===== src/rtl/mem_access_unit_if.sv =====
// ============================================================================
// mem_access_unit_if -- pipeline request/response and data-memory bus bundle
// Rev 1.0
// ============================================================================
`default_nettype none
`timescale 1ns/1ps

interface mem_access_unit_if;
  logic        req_valid;
  logic        req_ready;
  logic        req_write;
  logic [31:0] req_addr;
  logic [31:0] req_wdata;
  logic [4:0]  req_rd;

  logic        resp_valid;
  logic        resp_ready;
  logic [31:0] resp_data;
  logic [4:0]  resp_rd;
  logic        resp_err;
  logic        store_err;

  logic [31:0] mem_address;
  logic [31:0] mem_write_data;
  logic [31:0] mem_read_data;
  logic        mem_MemWrite;
  logic        mem_MemRead;
  logic        mem_distinct;

  // slave: the access unit itself
  modport slave (
    input  req_valid, req_write, req_addr, req_wdata, req_rd,
    output req_ready,
    output resp_valid, resp_data, resp_rd, resp_err, store_err,
    input  resp_ready,
    output mem_address, mem_write_data, mem_MemWrite, mem_MemRead, mem_distinct,
    input  mem_read_data
  );

  // master: pipeline and data memory seen together
  modport master (
    output req_valid, req_write, req_addr, req_wdata, req_rd,
    input  req_ready,
    input  resp_valid, resp_data, resp_rd, resp_err, store_err,
    output resp_ready,
    input  mem_address, mem_write_data, mem_MemWrite, mem_MemRead, mem_distinct,
    output mem_read_data
  );
endinterface

`default_nettype wire


===== src/rtl/mem_access_unit.sv =====
// ============================================================================
// mem_access_unit -- single-outstanding load/store sequencer with range check
// Rev 1.0
// ============================================================================
`default_nettype none
`timescale 1ns/1ps

module mem_access_unit #(
  parameter int ADDR_BITS = 19
) (
  input  logic              CLK,
  input  logic              reset,
  mem_access_unit_if.slave  bus
);

  localparam logic [31:0] ADDR_MASK = (32'h1 << ADDR_BITS) - 32'h1;

  typedef enum logic [2:0] {
    IDLE = 3'd0,
    WR   = 3'd1,
    RD   = 3'd2,
    CAP  = 3'd3,
    RESP = 3'd4
  } state_t;

  state_t      state_q, state_d;
  logic [31:0] mem_address_q, mem_address_d;
  logic [31:0] mem_write_data_q, mem_write_data_d;
  logic        mem_write_q, mem_write_d;
  logic        mem_read_q, mem_read_d;
  logic        mem_distinct_q, mem_distinct_d;
  logic        resp_valid_q, resp_valid_d;
  logic [31:0] resp_data_q, resp_data_d;
  logic [4:0]  resp_rd_q, resp_rd_d;
  logic        resp_err_q, resp_err_d;
  logic        store_err_q, store_err_d;
  logic [4:0]  rd_tag_q, rd_tag_d;
  logic        in_range;

  always_comb begin
    state_d          = state_q;
    mem_address_d    = mem_address_q;
    mem_write_data_d = mem_write_data_q;
    mem_write_d      = mem_write_q;
    mem_read_d       = mem_read_q;
    mem_distinct_d   = mem_distinct_q;
    resp_valid_d     = resp_valid_q;
    resp_data_d      = resp_data_q;
    resp_rd_d        = resp_rd_q;
    resp_err_d       = resp_err_q;
    store_err_d      = 1'b0;
    rd_tag_d         = rd_tag_q;
    in_range         = (bus.req_addr & ~ADDR_MASK) == 32'h0;

    case (state_q)
      IDLE: begin
        if (bus.req_valid) begin
          if (bus.req_write) begin
            if (in_range) begin
              state_d          = WR;
              mem_write_d      = 1'b1;
              mem_distinct_d   = 1'b1;
              mem_address_d    = bus.req_addr & ADDR_MASK;
              mem_write_data_d = bus.req_wdata;
            end else begin
              store_err_d = 1'b1;
            end
          end else begin
            rd_tag_d = bus.req_rd;
            if (in_range) begin
              state_d       = RD;
              mem_read_d    = 1'b1;
              mem_address_d = bus.req_addr & ADDR_MASK;
            end else begin
              // Out-of-range loads skip memory and answer with an error at once
              state_d      = RESP;
              resp_valid_d = 1'b1;
              resp_data_d  = 32'h0;
              resp_rd_d    = bus.req_rd;
              resp_err_d   = 1'b1;
            end
          end
        end
      end
      WR: begin
        state_d        = IDLE;
        mem_write_d    = 1'b0;
        mem_distinct_d = 1'b0;
      end
      RD: begin
        state_d    = CAP;
        mem_read_d = 1'b0;
      end
      CAP: begin
        state_d      = RESP;
        resp_valid_d = 1'b1;
        resp_data_d  = bus.mem_read_data;
        resp_rd_d    = rd_tag_q;
        resp_err_d   = 1'b0;
      end
      RESP: begin
        if (bus.resp_ready) begin
          state_d      = IDLE;
          resp_valid_d = 1'b0;
        end
      end
      default: state_d = IDLE;
    endcase
  end

  always_ff @(posedge CLK or negedge reset) begin
    if (!reset) begin
      state_q          <= IDLE;
      mem_address_q    <= 32'h0;
      mem_write_data_q <= 32'h0;
      mem_write_q      <= 1'b0;
      mem_read_q       <= 1'b0;
      mem_distinct_q   <= 1'b0;
      resp_valid_q     <= 1'b0;
      resp_data_q      <= 32'h0;
      resp_rd_q        <= 5'h0;
      resp_err_q       <= 1'b0;
      store_err_q      <= 1'b0;
      rd_tag_q         <= 5'h0;
    end else begin
      state_q          <= state_d;
      mem_address_q    <= mem_address_d;
      mem_write_data_q <= mem_write_data_d;
      mem_write_q      <= mem_write_d;
      mem_read_q       <= mem_read_d;
      mem_distinct_q   <= mem_distinct_d;
      resp_valid_q     <= resp_valid_d;
      resp_data_q      <= resp_data_d;
      resp_rd_q        <= resp_rd_d;
      resp_err_q       <= resp_err_d;
      store_err_q      <= store_err_d;
      rd_tag_q         <= rd_tag_d;
    end
  end

  assign bus.req_ready      = (state_q == IDLE);
  assign bus.resp_valid     = resp_valid_q;
  assign bus.resp_data      = resp_data_q;
  assign bus.resp_rd        = resp_rd_q;
  assign bus.resp_err       = resp_err_q;
  assign bus.store_err      = store_err_q;
  assign bus.mem_address    = mem_address_q;
  assign bus.mem_write_data = mem_write_data_q;
  assign bus.mem_MemWrite   = mem_write_q;
  assign bus.mem_MemRead    = mem_read_q;
  assign bus.mem_distinct   = mem_distinct_q;

endmodule

`default_nettype wire


===== src/flat_wrapper.sv =====
// flat-port wrapper written by rule: the top's interface ports become plain ports
module mem_access_unit_flat 
#(
  parameter int ADDR_BITS = 19
)
  (CLK, reset, bus_req_valid, bus_req_write, bus_req_addr, bus_req_wdata, bus_req_rd, bus_req_ready, bus_resp_valid, bus_resp_data, bus_resp_rd, bus_resp_err, bus_store_err, bus_resp_ready, bus_mem_address, bus_mem_write_data, bus_mem_MemWrite, bus_mem_MemRead, bus_mem_distinct, bus_mem_read_data);
  mem_access_unit_if bus_i ();
  input  logic CLK;
  input  logic reset;
  input wire logic [$bits(bus_i.req_valid)-1:0] bus_req_valid;
  input wire logic [$bits(bus_i.req_write)-1:0] bus_req_write;
  input wire logic [$bits(bus_i.req_addr)-1:0] bus_req_addr;
  input wire logic [$bits(bus_i.req_wdata)-1:0] bus_req_wdata;
  input wire logic [$bits(bus_i.req_rd)-1:0] bus_req_rd;
  output wire logic [$bits(bus_i.req_ready)-1:0] bus_req_ready;
  output wire logic [$bits(bus_i.resp_valid)-1:0] bus_resp_valid;
  output wire logic [$bits(bus_i.resp_data)-1:0] bus_resp_data;
  output wire logic [$bits(bus_i.resp_rd)-1:0] bus_resp_rd;
  output wire logic [$bits(bus_i.resp_err)-1:0] bus_resp_err;
  output wire logic [$bits(bus_i.store_err)-1:0] bus_store_err;
  input wire logic [$bits(bus_i.resp_ready)-1:0] bus_resp_ready;
  output wire logic [$bits(bus_i.mem_address)-1:0] bus_mem_address;
  output wire logic [$bits(bus_i.mem_write_data)-1:0] bus_mem_write_data;
  output wire logic [$bits(bus_i.mem_MemWrite)-1:0] bus_mem_MemWrite;
  output wire logic [$bits(bus_i.mem_MemRead)-1:0] bus_mem_MemRead;
  output wire logic [$bits(bus_i.mem_distinct)-1:0] bus_mem_distinct;
  input wire logic [$bits(bus_i.mem_read_data)-1:0] bus_mem_read_data;
  assign bus_i.req_valid = bus_req_valid;
  assign bus_i.req_write = bus_req_write;
  assign bus_i.req_addr = bus_req_addr;
  assign bus_i.req_wdata = bus_req_wdata;
  assign bus_i.req_rd = bus_req_rd;
  assign bus_req_ready = bus_i.req_ready;
  assign bus_resp_valid = bus_i.resp_valid;
  assign bus_resp_data = bus_i.resp_data;
  assign bus_resp_rd = bus_i.resp_rd;
  assign bus_resp_err = bus_i.resp_err;
  assign bus_store_err = bus_i.store_err;
  assign bus_i.resp_ready = bus_resp_ready;
  assign bus_mem_address = bus_i.mem_address;
  assign bus_mem_write_data = bus_i.mem_write_data;
  assign bus_mem_MemWrite = bus_i.mem_MemWrite;
  assign bus_mem_MemRead = bus_i.mem_MemRead;
  assign bus_mem_distinct = bus_i.mem_distinct;
  assign bus_i.mem_read_data = bus_mem_read_data;
  mem_access_unit #(.ADDR_BITS(ADDR_BITS)) u_core (.CLK(CLK), .reset(reset), .bus(bus_i));
endmodule

===== config.mk =====
export PLATFORM = sky130hd
export DESIGN_NAME = mem_access_unit_flat
export DESIGN_NICKNAME = d
export VERILOG_FILES = /design/src/rtl/mem_access_unit_if.sv /design/src/rtl/mem_access_unit.sv /design/src/flat_wrapper.sv
export SDC_FILE = /design/constraint.sdc
export NUM_CORES = 1
export LEC_CHECK = 0
export BUFFER_PORTS_ARGS = -buffer_cell sky130_fd_sc_hd__clkbuf_2
export CAP_MARGIN = 5
export CORE_ASPECT_RATIO = 1.1
export CORE_MARGIN = 5
export CORE_UTILIZATION = 50
export CTS_BUF_LIST = sky130_fd_sc_hd__clkbuf_4
export DETAILED_ROUTE_END_ITERATION = 8
export PLACE_DENSITY = 0.89
export SLEW_MARGIN = 15
export SYNTH_ARGS = -nofsm -noshare
export SYNTH_HDL_FRONTEND = slang
export SYNTH_SLANG_ARGS = --single-unit

===== constraint.sdc =====
create_clock -name CLK -period 4 [get_ports CLK]
set_input_delay 0.2 -clock CLK [delete_from_list [all_inputs] [get_ports CLK]]
set_output_delay 0.2 -clock CLK [all_outputs]
set_load 0.02 [all_outputs]

---- Word-level counts from Yosys, hierarchy flattened ----
Cells that the tools add are included.
word-level totals
  flip-flop bits (word level) ............. 101
  output and inout port bits .............. 108
  word-level logic and storage cells ...... 68
operators by class
  equal/unequal tests ..................... 11
  mux-type cells .......................... 31
  bitwise operators ....................... 1
  reduce and logical (&&, ||, !) cells .... 14
operator list
  cell                                            count
  two-way mux 32 bit                              3
  case mux 32 bit (2 select lines)                1
  logical NOT 32 bit                              1
  AND reduction 4 bit                             4
  two-way mux 3 bit                               5
  two-way mux 5 bit                               3
  two-way mux 1 bit                               13
  case mux 3 bit (4 select lines)                 1
  != test 2 bit (second input constant)           5
  case mux 5 bit (2 select lines)                 1
  AND reduction 3 bit                             3
  == test 3 x 2 -> 1 bit (second input constant)  2
  case mux 1 bit (2 select lines)                 3
  nonzero test 2 bit                              3
  AND reduction 5 bit                             1
  == test 3 x 1 -> 1 bit (second input constant)  1
  == test 3 bit (second input constant)           1
  logical NOT 3 bit                               1
  != test 3 x 2 -> 1 bit (second input constant)  1
  case mux 1 bit (3 select lines)                 1
  nonzero test 3 bit                              1
  != test 2 x 1 -> 1 bit (second input constant)  1
  NOT 1 bit                                       1

---- Depth between registers and ports, before layout ----
  depth in word-level cells ............... 5
  gate-level depth with buffers ........... 7

---- Worst setup path after synthesis ----
No wires, ideal clock.
  path type ............................... reg-to-reg
  start point ............................. register u_core.state_q[1]
  end point ............................... register u_core.resp_rd_q[0] (netlist: u_core.bus.resp_rd[0])
  setup time .............................. 128 ps
  arrival time ............................ 1663 ps
  required time ........................... 3872 ps
  path slack .............................. 2209 ps
  stages on the path, launching flop included .. 6
  period minus slack after synthesis ...... 1791 ps
  cells stage by stage .................... dfrtp_1 -> buf_2 -> nor3_4 -> a221o_1 -> buf_4 -> mux2_1
between the ends
  word-level cells in the longest chain between the ends .. 3
  elaborated cells between the ends (all ways) .. 8
RTL lines
  what                                                                  RTL line                source
  from (decl)                                                           mem_access_unit.sv:26   state_t state_q, state_d;
  from (signal assigned)                                                mem_access_unit.sv:126  state_q <= state_d;
  logical NOT 3 bit (*)                                                 --
  net bus_req_ready                                                     flat_wrapper.sv:15      output wire logic [$bits(bus_i.req_ready)-1:0] bus_req_ready;
  != test 2 bit (no line) / nonzero test 2 bit (equally long branches)  --
  AND reduction 4 bit (no line)                                         --
  to (signal assigned)                                                  mem_access_unit.sv:134  resp_rd_q <= resp_rd_d;
  to (decl)                                                             mem_access_unit.sv:34   logic [4:0] resp_rd_q, resp_rd_d;
The timed path passes the listed nets; every way through them passes the cells marked *.
A chain may end at the register's enable or synchronous reset.

---- Final worst setup path ----
  start point ............................. register u_core.state_q[2]
  end point ............................... register u_core.mem_write_data_q[20] (netlist: u_core.bus.mem_write_data[20])
between the ends
  word-level cells in the longest chain between the ends .. 2
RTL lines
  what                           RTL line                source
  logical NOT 3 bit              mem_access_unit.sv:55   case (state_q)
  AND reduction 4 bit (no line)  --
  to (signal assigned)           mem_access_unit.sv:128  mem_write_data_q <= mem_write_data_d;
  to (decl)                      mem_access_unit.sv:28   logic [31:0] mem_write_data_q, mem_write_data_d;
Every way passes these cells.

==> results by group <==
Hold path
  • Worst Hold Class: in -> reg
  • Hold Path End: u_core.rd_tag_q[4]
  • Critical hold path startpoint: bus_req_rd[4]
  • Worst Hold Depth: 2

Floorplan
  • Starting density of the core: 51.9%
  • Die ar.: 0.0102 mm2
  • Die width: 96.9 um
  • IO Pins: 214
  • Die Y: 106 um
  • Core area: 0.00800 mm2
  • # rows: 34

Timing
  • Period utilisation layout: 57.1%
  • Clock skew: 0.0147 ns
  • RSZ-0062 raised after global routing: false
  • FMAX: 0.438 GHz
  • Setup TNS: 0 ns
  • Final setup fails: 0
  • Final Max Slew Viols: 0
  • Tmin final: 2.28 ns
  • Max-slew headroom: 44.7%
  • Final Hold Vio Count: 0
  • Slew @ Worst Pin: 0.828 ns
  • Final setup margin: 1.72 ns

Logic synthesis
  • Count of cell types in the netlist: 32
  • Avg Inst Size Synth: 15.5 um2
  • Synthesis-stage register bit count: 101
  • Synthesized instance count: 268
  • Mapped cell area: 0.00415 mm2
  • Yosys warnings: 0
  • Register area share after synthesis: 60.9%

Pwr
  • Maximum VDD drop: 0.000159 V
  • Pwr Density: 292 mW/mm2
  • Leakage: 3.44 nW

Worst setup path
  • Crit path kind: reg -> reg
  • CP max stage cell: nand4_4
  • Reg2reg path depth: 3
  • CP required: 4.32 ns
  • CP Data Arrival Time: 2.60 ns
  • Critical Path Sink Type: flop
  • CP max stage delay: 0.71 ns
  • R2r startpoint: u_core.state_q[2]
  • R2R Setup Slk: 1.72 ns
  • Startpoint types: flop
  • Crit-path max FO: 33
  • Delay-heaviest family, CP: simple AND/OR/NAND/NOR gates
  • Ordered cell list for the critical path: nor3_4, nand4_4, mux2_2
  • Worst path bufs/invs: 0
  • RR Endpoint: u_core.bus.mem_write_data[20]

Route
  • Final WL: 13300 um
  • Routed len/inst: 20.0 um
  • Detail-routed via count per cell: 5.15
  • DRC Markers: 0
  • Detail Route Antenna Nets: 0
  • Initial DRC count: 139
  • DR vias: 3438
  • TritonRoute pass-1 iters: 4

Job
  • Max-Cap Viols: 0

Final layout
  • Commonest non-fill, non-tap cell in the layout: clkbuf_2
  • Share of cells above drive strength 1: 50.6%
  • Most frequent cells in the layout: clkbuf_2, dfrtp_1, dlygate4sd3_1
  • Final #Nets: 660
  • Area grow syn2layout: 48.5%

Global routing
  • First-pass GRT wire length: 20800 um
  • Total track usage: 25.8%
  • Initial antenna violation count: 1
  • Vias in the first global route: 3699
  • GRT overflow: 0
  • Largest net degree at the start of global routing: 66

Status
  • Status: finished, final reports clean

Clock network
  • Post-CTS Setup Inserts: 0
  • Post-CTS Resized: 0
  • Clock network latency to the later pin of the worst-skew pair: 0.43 ns
  • Post-CTS Hold Fix Bufs: 86
  • Total CTS buffers: 9
  • CTS root buffer: clkbuf_4
  • H-tree depth: 3
  • Num Clock Sinks: 101
  • Reg clk slew, reported paths: 0.15 ns
  • CTS tree: done
  • Clock Path Buffers: 2

Place
  • Port-buffer cells: 200
  • DP HPWL: 7760 um
  • Final GP Congestion: 0.814
  • Pre-CTS setup slack: 1.59 ns
==> sequential cells by signal (all words and copies together) (netlist names), 3 cells and up <==
signal                     flops
u_core.bus.mem_write_data     32
u_core.bus.resp_data          32
u_core.bus.mem_address        19
u_core.bus.resp_rd             5
u_core.rd_tag_q                5
u_core.state_q                 3
==> where the power goes <==
group          switching (W)  leakage [nW]  internal [W]
combinational       0.000122          2.00      0.000131
sequential         0.0000164          1.37       0.00105
clock               0.000341        0.0654      0.000141
total               0.000479          3.44       0.00132
==> worst max-delay path by stage <==
stage	cells after the start	startpoint	slack, ns	to
after floorplan	5	u_core.state_q[1]	2.21	u_core.bus.resp_rd[0]
after global placement	5	bus_req_addr[26]	1.69	u_core.bus.mem_write_data[2]
after detailed placement	5	bus_req_addr[26]	1.59	u_core.bus.mem_write_data[0]
after CTS	3	u_core.state_q[2]	1.72	u_core.bus.mem_write_data[27]
after global routing	3	u_core.state_q[0]	1.63	u_core.bus.mem_write_data[27]
final	3	u_core.state_q[2]	1.72	u_core.bus.mem_write_data[20]
==> cell families (layout without fill, tap and decap cells) <==
kind of cell | count (synthesis) | count (layout) | share of synthesized area, %
buffers and inverters | 36 | 315 | 5.88
other | 1 | 14 | 0.0904
muxes | 66 | 66 | 21.0
and+or+nand+nor | 21 | 21 | 3.53
DFF | 101 | 101 | 60.9
AOI/OAI and AO/OA | 43 | 43 | 8.62
==> per-layer routing <==
| metal | share of wire, % | global-route usage, % | wire length (um) | up-vias |
|---|---|---|---|---|
| met5 | 0 | 0 | 0 | - |
| met1 | 37 | 29.1 | 4990 | 1685 |
| li1 | - | - | - | 1511 |
| met2 | 52 | 46.0 | 6960 | 204 |
| met3 | 7.3 | 7.27 | 974 | 38 |
| met4 | 3.2 | 10.9 | 421 | 0 |
==> synthesized netlist by cell type <==
cell type / instances / area, um2
dfrtp_1: 101 / 2530
mux2_4: 34 / 510
a22o_1: 32 / 280
mux2_2: 27 / 304
buf_4: 15 / 113
buf_2: 6 / 30.0
buf_6: 6 / 67.6
inv_1: 6 / 22.5
mux2_1: 5 / 56.3
nor2_1: 5 / 18.8
nand3_1: 4 / 20.0
a21oi_1: 3 / 15.0
clkbuf_1: 2 / 7.51
nand2_1: 2 / 7.51
nor3_1: 2 / 10.0
nor4_1: 2 / 12.5
a21boi_0: 1 / 7.51
a21o_1: 1 / 7.51
a221o_1: 1 / 10.0
a31oi_1: 1 / 6.26
a32oi_1: 1 / 8.76
a41oi_1: 1 / 8.76
and4_1: 1 / 8.76
buf_1: 1 / 3.75
conb_1: 1 / 3.75
nand2b_1: 1 / 6.26
nand3_4: 1 / 17.5
nand4_4: 1 / 21.3
nor3_4: 1 / 16.3
nor3b_1: 1 / 7.51
o21ai_0: 1 / 5.00
o41ai_1: 1 / 8.76
==> metrics by stage <==
stage | power (W) | instances | area [um2] | hold slack (ns) | util [%]
after CTS | 0.00180 | 663 | 6120 | 0.000478 | 76.5
after detailed placement | 0.00126 | 561 | 5140 | 0.332 | 64.2
after floorplan | 0.00117 | 280 | 4200 | -0.0956 | -
final | 0.00180 | 668 | 6160 | 0.0284 | 77.0
after global routing | 0.00187 | 668 | 6160 | 0.00412 | 77.0
after global placement | 0.00125 | 561 | 5140 | 0.323 | 64.2
==> layout make-up <==
type	count	area, um2
antenna	1	2.50
clock buffer	10	75.1
clock inverter	6	46.3
fill	456	1840
inverter	6	22.5
multi-input combinational	143	1430
sequential	101	2530
tap	108	135
timing repair buffer	293	1930
(Power assumes the default switching activity.)
